[src/rtl/led_pwm_pkg.sv]
// +----------------------------------------------------------------------+
// | led_pwm_pkg: shared constants for the LED PWM output stage           |
// | Revision: 1.0                                                        |
// +----------------------------------------------------------------------+
`default_nettype none

package led_pwm_pkg;

    localparam int LED_PWM_W = 8;

    typedef logic [LED_PWM_W-1:0] pwm_t;

    localparam logic [1:0] LED_REG_MASK  = 2'd0;
    localparam logic [1:0] LED_REG_DUTY  = 2'd1;
    localparam logic [1:0] LED_REG_BLINK = 2'd2;

    localparam pwm_t LED_PWM_MAX   = '1;
    localparam pwm_t LED_RST_MASK  = '0;
    localparam pwm_t LED_RST_BLINK = '0;

endpackage

`default_nettype wire

[src/rtl/led_tick_gen.sv]
// +----------------------------------------------------------------------+
// | led_tick_gen: prescaler producing one PWM tick every PRESCALE_DIV clk |
// | Revision: 1.0                                                        |
// +----------------------------------------------------------------------+
`default_nettype none

module led_tick_gen #(
    parameter int unsigned PRESCALE_DIV = 4
) (
    input  logic clk,
    input  logic reset,
    output logic tick_o
);

    localparam int unsigned c_cnt_w = (PRESCALE_DIV > 1) ? $clog2(PRESCALE_DIV) : 1;
    localparam logic [c_cnt_w-1:0] c_last = c_cnt_w'(PRESCALE_DIV - 1);

    logic [c_cnt_w-1:0] r_cnt;

    // With a divide of 1 the counter sits at 0 == c_last, so tick is constant.
    assign tick_o = (r_cnt == c_last);

    always_ff @(posedge clk) begin
        if (reset) begin
            r_cnt <= '0;
        end else if (tick_o) begin
            r_cnt <= '0;
        end else begin
            r_cnt <= r_cnt + c_cnt_w'(1);
        end
    end

endmodule

`default_nettype wire

[src/rtl/led_pwm_driver.sv]
// +----------------------------------------------------------------------+
// | led_pwm_driver: masked, frame-synchronous 8-bit PWM LED output stage |
// | Optional blink feature: LED_PWM_BLINK_EN       Revision: 1.0         |
// +----------------------------------------------------------------------+
`default_nettype none

module led_pwm_driver
    import led_pwm_pkg::*;
#(
    parameter int unsigned PRESCALE_DIV = 4,
    parameter logic [7:0]  DEFAULT_DUTY = 8'hFF
) (
    input  logic       clk,
    input  logic       reset,
    input  logic       wr_en,
    input  logic [1:0] wr_addr,
    input  logic [7:0] wr_data,
    output logic [7:0] led_o,
    output logic       frame_o
);

    logic w_tick;
    logic w_commit;
    logic w_wr_mask;
    logic w_wr_duty;
    logic w_blink_on;

    pwm_t r_pwm_cnt;
    pwm_t r_mask_shd;
    pwm_t r_mask_act;
    pwm_t r_duty_shd;
    pwm_t r_duty_act;
    logic [7:0] r_led;
    logic       r_frame;

    led_tick_gen #(
        .PRESCALE_DIV (PRESCALE_DIV)
    ) u_tick_gen (
        .clk    (clk),
        .reset  (reset),
        .tick_o (w_tick)
    );

    assign w_commit  = w_tick & (r_pwm_cnt == LED_PWM_MAX);
    assign w_wr_mask = wr_en & (wr_addr == LED_REG_MASK);
    assign w_wr_duty = wr_en & (wr_addr == LED_REG_DUTY);

    always_ff @(posedge clk) begin
        if (reset) begin
            r_pwm_cnt  <= '0;
            r_mask_shd <= LED_RST_MASK;
            r_mask_act <= LED_RST_MASK;
            r_duty_shd <= DEFAULT_DUTY;
            r_duty_act <= DEFAULT_DUTY;
            r_led      <= '0;
            r_frame    <= 1'b0;
        end else begin
            if (w_tick) begin
                r_pwm_cnt <= r_pwm_cnt + pwm_t'(1);
            end
            if (w_wr_mask) begin
                r_mask_shd <= wr_data;
            end
            if (w_wr_duty) begin
                r_duty_shd <= wr_data;
            end
            // A write landing on the commit cycle skips the shadow stage.
            if (w_commit) begin
                r_mask_act <= w_wr_mask ? wr_data : r_mask_shd;
                r_duty_act <= w_wr_duty ? wr_data : r_duty_shd;
            end
            r_frame <= w_commit;
            r_led   <= r_mask_act & {8{r_pwm_cnt < r_duty_act}} & {8{w_blink_on}};
        end
    end

`ifdef LED_PWM_BLINK_EN
    logic w_wr_blink;
    pwm_t r_blink_shd;
    pwm_t r_blink_act;
    pwm_t r_frame_cnt;
    logic r_blink_on;

    assign w_wr_blink = wr_en & (wr_addr == LED_REG_BLINK);
    assign w_blink_on = r_blink_on;

    always_ff @(posedge clk) begin
        if (reset) begin
            r_blink_shd <= LED_RST_BLINK;
            r_blink_act <= LED_RST_BLINK;
            r_frame_cnt <= '0;
            r_blink_on  <= 1'b1;
        end else begin
            if (w_wr_blink) begin
                r_blink_shd <= wr_data;
            end
            if (w_commit) begin
                r_blink_act <= w_wr_blink ? wr_data : r_blink_shd;
            end
            // A zero period parks the blinker in the on phase.
            if (r_blink_act == '0) begin
                r_frame_cnt <= '0;
                r_blink_on  <= 1'b1;
            end else if (w_commit) begin
                if (r_frame_cnt == r_blink_act - pwm_t'(1)) begin
                    r_frame_cnt <= '0;
                    r_blink_on  <= ~r_blink_on;
                end else begin
                    r_frame_cnt <= r_frame_cnt + pwm_t'(1);
                end
            end
        end
    end
`else
    assign w_blink_on = 1'b1;
`endif

    assign led_o   = r_led;
    assign frame_o = r_frame;

endmodule

`default_nettype wire

[config.mk]
export PLATFORM = sky130hd
export DESIGN_NAME = led_pwm_driver
export DESIGN_NICKNAME = d
export VERILOG_FILES = /design/src/rtl/led_pwm_pkg.sv /design/src/rtl/led_tick_gen.sv /design/src/rtl/led_pwm_driver.sv
export SDC_FILE = /design/constraint.sdc
export NUM_CORES = 1
export LEC_CHECK = 0
export CORE_ASPECT_RATIO = 0.8
export CORE_MARGIN = 2
export CORE_UTILIZATION = 59
export DETAILED_ROUTE_END_ITERATION = 10
export PLACE_DENSITY_LB_ADDON = 0.15
export SYNTH_ARGS = -nofsm -noshare
export SYNTH_HDL_FRONTEND = slang
export SYNTH_SLANG_ARGS = --single-unit
[constraint.sdc]
create_clock -name clk -period 4.3 [get_ports clk]
set_input_delay 0.86 -clock clk [delete_from_list [all_inputs] [get_ports clk]]
set_output_delay 0.86 -clock clk [all_outputs]
set_load 0.02 [all_outputs]
## Word-level counts from Yosys, hierarchy flattened

Cells that the tools add are included.

- Add/subtract/negate cells: 2
- $lt $le $gt $ge: 1
- Eq/ne operators: 3
- Multiplexer cells: 2
- Bitwise operators: 4
- Reductions and logical operators: 2

Operators with widths:

| kind | count |
|---|---|
| $mux W8 | 2 |
| $add A8 B1 Y8 const B | 1 |
| $and A8 B8 Y8 | 1 |
| $eq A8 B8 Y1 const B | 1 |
| $lt A8 B8 Y1 | 1 |
| $and A1 B1 Y1 | 3 |
| $add A2 B1 Y2 const B | 1 |
| $eq A2 B1 Y1 const B | 1 |
| $eq A2 B2 Y1 const B | 1 |
| $logic_not A2 Y1 | 1 |
| $reduce_or A2 Y1 | 1 |

- Register bits: 51
- Input port bits: 13
- Output and inout port bits: 9
- Word-level logic and storage cells: 22

## Depth between registers and ports, before layout

Gate-level depths: netlist (run 1).

- Depth in word-level cells: 3
- Gate-level depth with buffers: 6
- Depth with buffers taken out: 5

## By module

From an unflattened synthesis (run 1), not the netlist that was laid out.

- Cells, all modules: 205
- Area total of the unflattened synthesis: 2103.3 µm²

By module, submodules not included:

| module | instances | cells an instance | area an instance (µm²) | sequential area each (µm²) |
|---|---|---|---|---|
| led_pwm_driver | 1 | 200 | 2028.2 | 980.9 |
| led_tick_gen | 1 | 5 | 75.1 | 40.0 |

## Worst setup path before layout (run 1)

Ideal clock, no wire load.

- Kind: input to register
- Start point: input wr_addr[0]
- End point: register r_mask_act[4]
- Library setup time: 134 ps
- Arrival time: 1575 ps
- Data required time: 4166 ps
- Setup slack: 2591 ps
- Stages: 4
- Path buffers: 1
- Path through: nor3b_1 buf_2 mux2i_1 a211oi_1

- Longest elaborated chain between the ends: 3

RTL lines:

| item | RTL line | text |
|---|---|---|
| from (decl) | led_pwm_driver.sv:16 | `input logic [1:0] wr_addr,` |
| $logic_not A2 Y1 | led_pwm_driver.sv:45 | `assign w_wr_mask = wr_en & (wr_addr == LED_REG_MASK);` |
| $and A1 B1 Y1 | led_pwm_driver.sv:45 |  |
| $mux W8 | - |  |
| to (signal assigned) | led_pwm_driver.sv:69 | `r_mask_act <= w_wr_mask ? wr_data : r_mask_shd;` |
| to (decl) | led_pwm_driver.sv:30 | `pwm_t r_mask_act;` |

No other way between the ends.
A chain may end at the register's enable or synchronous reset.

## Worst setup path in the final report (run 1)

- Start point: register r_led[6], in the netlist led_o[6]
- End point: output led_o[6]

RTL lines:

| item | RTL line | text |
|---|---|---|
| from (decl) | led_pwm_driver.sv:33 | `logic [7:0] r_led;` |
| from (signal assigned) | led_pwm_driver.sv:73 | `r_led <= r_mask_act & {8{r_pwm_cnt < r_duty_act}} & {8{w_blink_on}};` |
| to (decl) | led_pwm_driver.sv:18 | `output logic [7:0] led_o,` |

No word-level cell between the ends.

==> impl_results.md, run 1 <==
- Resized cells post-CTS: 0
- Post-layout min period: 2080 ps
- Clock-pin slew on the worst setup and hold paths: around 90 ps
- Postcts setup bufs: 0
- Share of cells above drive strength 1: under 10%
- Max Freq: 481 MHz
- Clk_lat worst skew: ~300 ps
- Flops & latches, synth: a little over 50
- Vias in the first global route: between 1000 and 1500
- Full die area: 0.00404 mm²
- CTS max path bufs: 2
- Count of cell types in the netlist: 36
- Flop2flop setup slack: 2530 ps
- DRT Pass-1 Iters: 4
- Reg2Reg Depth: 4
- Die W: about 71 µm
- Reg2reg end: r_duty_act[3]
- Post-Syn Area: 0.00209 mm²
- IO Pins: 22
- Crit path max fanout: 1
- Hold slack: 440 ps
- Post-synthesis compound-gate area fraction: 15.4%
- Number of diodes: 0
- RSZ-0062 raised after global routing: no
- Worst path cell trace: clkdlybuf4s50_1
- Total core area: 0.00342 mm²
- Mux cell area share after synthesis: between 8 and 9%
- Rel. slew slack: 60.1%
- Switching portion of total power: 19.3%
- Worst vdd ir: 392 µV
- EDFF count, synth: 0
- First-pass GRT wire length: 6.73 mm
- R2R Path Start: u_tick_gen.r_cnt[0]
- Via Count: 1534
- Min-Delay Startpoint: u_tick_gen.r_cnt[0]
- RD Place Congestion: approximately 0.8
- Outcome: completed
- WP data required: 3440 ps
- Sequential fraction of the synthesis area: 48.8%
- Starting Density: between 60% and 70%
- Syn Area/Cell: just over 10 µm²
- Die Span Y: roughly 57 µm
- Post-Synth Simple-Gate Area: 13.8%
- Post-Synth Adder-Cell Area: 5.38%
- Clock network power share: 41.9%
- Placed cells: around 260
- Hold EP: u_tick_gen.r_cnt[0]
- Hold Path Class: register to register
- Switch Pwr: approximately 0.18 mW
- CP max stage delay: 600 ps
- Max-cap violations: 0
- Top cell type's share of synthesized area: ~50%
- WP buf/inv: 1
- Buffers added on ports: 21
- Power density cells: 380 mW/mm²
- Post-layout util: 70.0%
- Routed WL: 3.91 mm
- Internal: 0.735 mW
- DRC: 0
- Worst-Margin Slew: slightly below 600 ps
- Combinational share of power: 5.0%
- CTS sink count: 51
- GRT Total Usage: 21.5%
- Part of the power in registers: 53.1%
- Main area contributors after synthesis: dfxtp_1, mux2i_1, ha_1
- Top_reg_cell synth: dfxtp_1
- CTS buffer count: 5
- P&R area growth vs syn: 14.4%
- Power after layout: 0.911 mW
- Final hold vios: 0
- HPWL after DPL: 2.86 mm
- Hold Crit Depth: 1
- Syn Inst Count: 205
- Vias per cell: roughly 5.8
- Most frequent cell after synthesis: dfxtp_1
- Syn nets: 227
- Static Leak: 0.976 nW
- Main combinational cell family by area after synthesis: compound AO/OA/AOI/OAI gates
- Max-slew violations: 0
- Async SR Flop Fraction: 0%
- Initial DRC Count: 103
- Clock root buffer: clkbuf_8
- Arr. time, crit path: 1220 ps
- Startpoint types: register
- Final ANT Viol Nets: 0
- Pin count of the biggest net entering global routing: between 40 and 50
- Xor-xnor portion of the synthesized cell area: 1.67%
- Crit path max-delay family: buffers and inverters
- Setup_tns: 0 ps
- CP endpoint kind: output pin
- Hold_buf cts: 0
- Final Cycle Share: 48.4%
- GR Overflow Total: 0
- Critical path startpoint: led_o[6]
- Nets: 245
- CP Class: register to output pin
- Top cells by instance count after synthesis: dfxtp_1, nor2_1, mux2i_1
- H-tree depth: 2
- CTS tree: yes
- Critical-path top delay cell: clkdlybuf4s50_1
- Final setup viols: 0
- Synth area leader: dfxtp_1
- Initial antenna violation count: 0
- FILL cells: 269
- Wire per inst: 14.7 µm
- Clock Skews: between 7 and 8 ps
- Site row count: 19
- Fin cells: around 270
- Warnings from Yosys: 0
layout by cell type, fill, tap and decap left out, drive strengths merged, types with 5 or more instances in the layout:
master and count:
mux2i 17, inv 9, a31oi 8, nor2 22, o211ai 8, nand2b 8, a21oi 12, a211oi 8
o21ai 5, clkbuf 6, clkdlybuf4s50 21, a22oi 8, ha 9, dfxtp 51
layout make-up:
class	count	area, µm²	area share, %
flip-flops and latches	51	1020	42.6
repair buffers	23	225	9.40
well taps	42	52.6	2.19
clock inverters	2	60.1	2.51
clock buffers	6	72.6	3.03
inverters	9	33.8	1.41
multi-input cells	133	930	38.8
worst register-to-register path, delay by kind of cell (launching register included):
family,cells,cell delay (ps)
AND/OR/NAND/NOR,2,790
adder cells (fa/ha/maj),1,350
AO/OA/AOI/OAI,1,160
flip-flops,1,340
sequential cells by signal, summed over array words and instances (netlist names):
register and count:
r_pwm_cnt 8, u_tick_gen.r_cnt 2, frame_o 1, r_mask_shd 8, r_mask_act 8, r_duty_shd 8
r_duty_act 8, led_o 8
metal layers:
metal	global-route usage, %	vias up	share of wire (%)
li1	-	767	-
met1	28.0	734	49
met2	34.9	28	46
met3	4.77	5	4.2
met4	9.70	0	1.1
met5	0	-	0
power by group through the flow:
stage / clock network, mW / logic, mW / registers [mW]
5_1_grt: 0.409 / 0.0507 / 0.484
3_3_place_gp: 0 / 0.0439 / 0.494
3_5_place_dp: 0 / 0.0458 / 0.495
4_1_cts: 0.392 / 0.0461 / 0.483
2_1_floorplan: 0 / 0.0310 / 0.494
6_report: 0.381 / 0.0457 / 0.483
stage by stage:
stage / worst slack, ps / area (µm²)
2_1_floorplan: 2590 / 2090
3_3_place_gp: 1960 / 2260
3_5_place_dp: 1920 / 2260
4_1_cts: 2190 / 2390
5_1_grt: 2120 / 2390
6_report: 2220 / 2390
kinds of logic after synthesis:
kind of cell / after synthesis
and+or+nand+nor: 53
DFF: 51
AOI/OAI and AO/OA: 50
buffers and inverters: 21
muxes: 17
adders and majority gates: 9
xor gates and xnor gates: 4
how the worst max path moves through the flow:
stage / end / slack (ps) / cells after the start
3_3_place_gp: r_mask_act[4] / 1960 / 5
2_1_floorplan: r_mask_act[4] / 2590 / 4
4_1_cts: led_o[6] / 2190 / 1
6_report: led_o[6] / 2220 / 1
3_5_place_dp: led_o[7] / 1920 / 5
5_1_grt: led_o[7] / 2120 / 5
Note: power is estimated with default switching activity, not from simulation.
==> run 2: changes to the inputs <==
--- a/config.mk
+++ b/config.mk
@@ -7,7 +7,7 @@
 export LEC_CHECK = 0
 export CORE_ASPECT_RATIO = 0.8
 export CORE_MARGIN = 2
-export CORE_UTILIZATION = 59
+export CORE_UTILIZATION = 50
 export DETAILED_ROUTE_END_ITERATION = 10
 export PLACE_DENSITY_LB_ADDON = 0.15
 export SYNTH_ARGS = -nofsm -noshare
==> constraint.sdc (replaced) <==
create_clock -name clk -period 1.87 [get_ports clk]
set_input_delay 0.374 -clock clk [delete_from_list [all_inputs] [get_ports clk]]
set_output_delay 0.374 -clock clk [all_outputs]
set_load 0.02 [all_outputs]
==> run 2 against run 1 <==
Net effect: final area is 1.6% higher; first-iteration DRC count rose by 9.7%; global-route usage down 2.8 points; worst setup slack worse by 2000 ps; routed wire length up 2.6%; via count increased by 0.26%; sequential share of layout area shrank 0.66 points; sequential power rose by 130%; die area up 17%; non-clock buffer count is 5 higher; critical path depth grew 3.
==> impl_results.md, run 2 (synthesis gave the netlist of run 1 again) <==
- Outcome: completed
- Total core area: 0.00410 mm²
- DRC: 0
- Clock Skews: around 6.1 ps
- Routed WL: between 4 and 5 mm
- Pin count of the biggest net entering global routing: 33
- Initial antenna violation count: 0
- Crit path max-delay family: simple AND/OR/NAND/NOR gates
- Hold Path Class: register to register
- Resized cells post-CTS: 0
- Flop2flop setup slack: 210 ps
- Via Count: about 1500
- Worst path cell trace: ha_1 -> and4_4 -> nor3b_4 -> a22oi_1
- CTS max path bufs: 2
- Site row count: 21
- Hold slack: approximately 440 ps
- Final Cycle Share: 88.6%
- Power density cells: 762 mW/mm²
- RD Place Congestion: 0.744
- Reg2reg end: r_duty_act[4]
- Number of diodes: 0
- CTS tree: yes
- Min-Delay Startpoint: u_tick_gen.r_cnt[0]
- R2R Path Start: r_pwm_cnt[1]
- Starting Density: around 50%
- Static Leak: 0.986 nW
- Max-slew violations: 0
- WP buf/inv: 0
- IO Pins: 22
- Postcts setup bufs: 0
- Reg2Reg Depth: 4
- Nets: 250
- Most frequent cells in the layout: dfxtp_1, nor2_1, clkdlybuf4s50_1, mux2i_1, a21oi_1
- CTS buffer count: 5
- Arr. time, crit path: 1820 ps
- P&R area growth vs syn: 16.2%
- HPWL after DPL: 3.06 mm
- Startpoint types: register
- Clock-pin slew on the worst setup and hold paths: ~90 ps
- Vias in the first global route: about 1400
- Hold Crit Depth: 1
- Pre-CTS setup slack: between 90 and 100 ps
- Worst-Margin Slew: 572 ps
- Full die area: between 0.004 and 0.005 mm²
- GR Overflow Total: 0
- Critical-path top delay cell: dfxtp_1
- Initial DRC Count: approximately 110
- Post-layout util: 59.3%
- Share of cells above drive strength 1: just under 8%
- CTS sink count: 51
- Die Span Y: 61.9 µm
- WP data required: 2040 ps
- DRT Pass-1 Iters: 4
- First-pass GRT wire length: 6.73 mm
- Max Freq: roughly 600 MHz
- Max-cap violations: 0
- Clk_lat worst skew: 300 ps
- Final ANT Viol Nets: 0
- Hold_buf cts: 0
- Buffers added on ports: 21
- Worst vdd ir: roughly 530 µV
- Crit path max fanout: 11
- Final hold vios: 0
- Setup_tns: 0 ps
- Rel. slew slack: 61.6%
- RSZ-0062 raised after global routing: no
- CP max stage delay: 400 ps
- Die W: 76.3 µm
- Hold EP: u_tick_gen.r_cnt[0]
- Vias per cell: approximately 5.4
- Final setup viols: 0
- CP Class: register to register
- Clock root buffer: clkbuf_8
- CP endpoint kind: register
- Most common cell after layout, fill and taps aside: dfxtp_1
- GRT Total Usage: a little under a fifth
- H-tree depth: 2
- Wire per inst: 14.0 µm
- Post-layout min period: 1660 ps
- Worst setup margin: 213 ps
## run 2: report_power, final
| part | switching, mW | internal [mW] |
|---|---|---|
| Sequential | 0.00704 | 1.10 |
| Clock | 0.365 | 0.261 |
| Combinational | 0.0556 | 0.0619 |
## run 2: through the flow
step | std cells | area, µm² | power [mW]
6_report | 286 | 2430 | 1.85
5_1_grt | 286 | 2430 | 1.94
4_1_cts | 286 | 2430 | 1.87
3_5_place_dp | 278 | 2340 | 1.26
3_3_place_gp | 278 | 2340 | 1.25
2_1_floorplan | 205 | 2090 | 1.21
## run 2: worst max-delay path by stage
stage	start	to	slack (ps)	depth (start not counted)
floorplan	u_tick_gen.r_cnt[0]	r_duty_act[0]	400	6
global placement	wr_addr[1]	r_duty_act[6]	150	5
detailed placement	wr_addr[1]	r_duty_act[4]	90	5
CTS	r_pwm_cnt[1]	r_duty_act[4]	210	4
global route	r_pwm_cnt[0]	r_duty_act[7]	120	4
finish	r_pwm_cnt[1]	r_duty_act[4]	210	4
## run 2: routing by layer
metal  wire [µm]  global-route usage [%]  share of wire (%)  up-vias
li1            -                       -                  -      781
met1        1960                    24.6                 49      713
met2        1820                    30.1                 45       37
met3         175                    4.62                4.4        7
met4          55                    8.57                1.4        0
met5           0                       0                  0        -
## run 2: area by class of cell
cell class                 instances  area [µm²]
fill                             387        1670
clock inverter                     3        20.0
inverter                           9        33.8
multi-input combinational        133         930
sequential                        51        1020
clock buffer                       5        68.8
tap                               57        71.3
timing repair buffer              28         288
==> run 3: changes to the inputs <==
--- a/config.mk
+++ b/config.mk
@@ -6,8 +6,8 @@
 export NUM_CORES = 1
 export LEC_CHECK = 0
 export CORE_ASPECT_RATIO = 0.8
-export CORE_MARGIN = 2
-export CORE_UTILIZATION = 50
+export CORE_MARGIN = 3
+export CORE_UTILIZATION = 55
 export DETAILED_ROUTE_END_ITERATION = 10
 export PLACE_DENSITY_LB_ADDON = 0.15
 export SYNTH_ARGS = -nofsm -noshare
==> constraint.sdc (replaced) <==
create_clock -name clk -period 1.9 [get_ports clk]
set_input_delay 0.38 -clock clk [delete_from_list [all_inputs] [get_ports clk]]
set_output_delay 0.38 -clock clk [all_outputs]
set_load 0.02 [all_outputs]
==> run 3 against run 2 <==
Net effect: non-clock buffer count unchanged; critical path type unchanged; clock-buffer cell count up 1; final cell count is 5.2% lower; via count is 0.39% higher; power decreased by 2.2%.
==> impl_results.md, run 3 (synthesis gave the netlist of run 1 again) <==
- Site row count: 19
- Hold Path Class: register to register
- CP Class: register to register
- Starting Density: 59.1%
- Reg2Reg Depth: 4
- Resized cells post-CTS: 0
- RSZ-0062 raised after global routing: no
- Routed WL: 3.94 mm
- Pin count of the biggest net entering global routing: 33
- H-tree depth: 2
- Outcome: completed
- Total core area: between 0.003 and 0.004 mm²
- Final setup viols: 0
- Clock Skews: 9.04 ps
- First-pass GRT wire length: 6.61 mm
- Buffers added on ports: 21
- CTS buffer count: 5
- Power after layout: 1.81 mW
- DRT Pass-1 Iters: 4
- Fin cells: 271
- R2R Path Start: r_pwm_cnt[0]
- Max-slew violations: 0
- Worst-Margin Slew: 632 ps
- Worst setup margin: 253 ps
- Clk_lat worst skew: 310 ps
- IO Pins: 22
- Part of the power in registers: between 60% and 70%
- Switching portion of total power: 22.6%
- Max-cap violations: 0
- Die W: 75.0 µm
- Hold_buf cts: 0
- CP max stage delay: 410 ps
- Static Leak: a little under 1 nW
- Hold EP: u_tick_gen.r_cnt[0]
- Internal: ~1.4 mW
- Arr. time, crit path: between 1500 and 2000 ps
- Most common cell after layout, fill and taps aside: dfxtp_1
- Clock network power share: 33.4%
- Switch Pwr: 0.410 mW
- Postcts setup bufs: 0
- Full die area: about 0.0046 mm²
- Vias in the first global route: 1481
- Max Freq: about 600 MHz
- CTS tree: yes
- FILL cells: 291
- Hold slack: 426 ps
- GR Overflow Total: 0
- Rel. slew slack: 57.6%
- WP data required: 2070 ps
- Initial DRC Count: 61
- Number of diodes: 0
- DRC: 0
- CP endpoint kind: register
- Hold Crit Depth: 1
- Via Count: between 1500 and 2000
- RD Place Congestion: 0.765
- Startpoint types: register
- Vias per cell: 5.70
- Placed cells: 263
- Final Cycle Share: 86.7%
- Initial antenna violation count: 0
- Combinational share of power: 6.3%
- Pre-CTS setup slack: 129 ps
- Setup_tns: 0 ps
- Clock-pin slew on the worst setup and hold paths: 80 ps
- Wire per inst: 14.5 µm
- Share of cells above drive strength 1: around 7.4%
- GRT Total Usage: 19.4%
- CTS sink count: 51
- Power density cells: between 700 and 800 mW/mm²
- Post-layout min period: 1650 ps
- Die Span Y: between 60 and 70 µm
- Critical-path top delay cell: dfxtp_1
- Worst path cell trace: ha_1 -> and4_4 -> nor3b_4 -> a22oi_1
- Nets: 250
- Crit path max fanout: 11
- Clock root buffer: clkbuf_8
- Final hold vios: 0
- WP buf/inv: 0
- P&R area growth vs syn: 14.5%
- Reg2reg end: r_duty_act[5]
- HPWL after DPL: 3.04 mm
- Crit path max-delay family: simple AND/OR/NAND/NOR gates
- Min-Delay Startpoint: u_tick_gen.r_cnt[0]
- Final ANT Viol Nets: 0
- CTS max path bufs: 2
- Most frequent cells in the layout: dfxtp_1, nor2_1, clkdlybuf4s50_1, mux2i_1, a21oi_1
- Flop2flop setup slack: ~250 ps
- Worst vdd ir: 682 µV
run 3: area by class of cell:
| cell class | instances | area, µm² | share of cell area, % |
|---|---|---|---|
| Sequential cell | 51 | 1020 | 42.6 |
| Multi-Input combinational cell | 133 | 930 | 38.8 |
| Timing Repair Buffer | 28 | 275 | 11.5 |
| Clock buffer | 6 | 72.6 | 3.03 |
| Tap cell | 42 | 52.6 | 2.19 |
| Inverter | 9 | 33.8 | 1.41 |
| Clock inverter | 2 | 12.5 | 0.522 |
run 3: metal layers:
metal | vias to the layer above | part of all wire [%] | routed length (µm) | GRT usage [%]
met5 | - | 0 | 0 | 0
met4 | 0 | 1.2 | 48 | 6.09
met3 | 8 | 3.7 | 147 | 6.53
met2 | 25 | 46 | 1810 | 31.1
met1 | 730 | 49 | 1940 | 24.7
li1 | 781 | - | - | -
run 3: power by group through the flow:
stage	clock network, mW	registers [mW]	logic (mW)
after detailed placement	0	1.12	0.113
after global placement	0	1.12	0.110
after global routing	0.659	1.10	0.125
after floorplan	0	1.12	0.0701
final	0.605	1.09	0.114
after CTS	0.612	1.09	0.114
run 3: through the flow:
step / area, µm² / util (%)
final: 2400 / 67.7
after global routing: 2400 / 67.7
after floorplan: 2090 / -
after global placement: 2310 / 65.3
after detailed placement: 2310 / 65.3
after CTS: 2400 / 67.7
run 3: worst max path at each step:
stage          slack [ps]                start  depth (start not counted)            end
2_1_floorplan         430  u_tick_gen.r_cnt[0]                          6  r_duty_act[0]
3_3_place_gp          120                wr_en                          5  r_mask_act[1]
3_5_place_dp          130                wr_en                          5  r_mask_act[7]
4_1_cts               270         r_pwm_cnt[0]                          4  r_duty_act[4]
5_1_grt               140         r_pwm_cnt[0]                          4  r_duty_act[6]
6_report              250         r_pwm_cnt[0]                          4  r_duty_act[5]
run 3: worst reg2reg max path: stages, from the launching register on:
cell	delay, ps
dfxtp_1	410
ha_1	240
and4_4	320
nor3b_4	400
a22oi_1	160
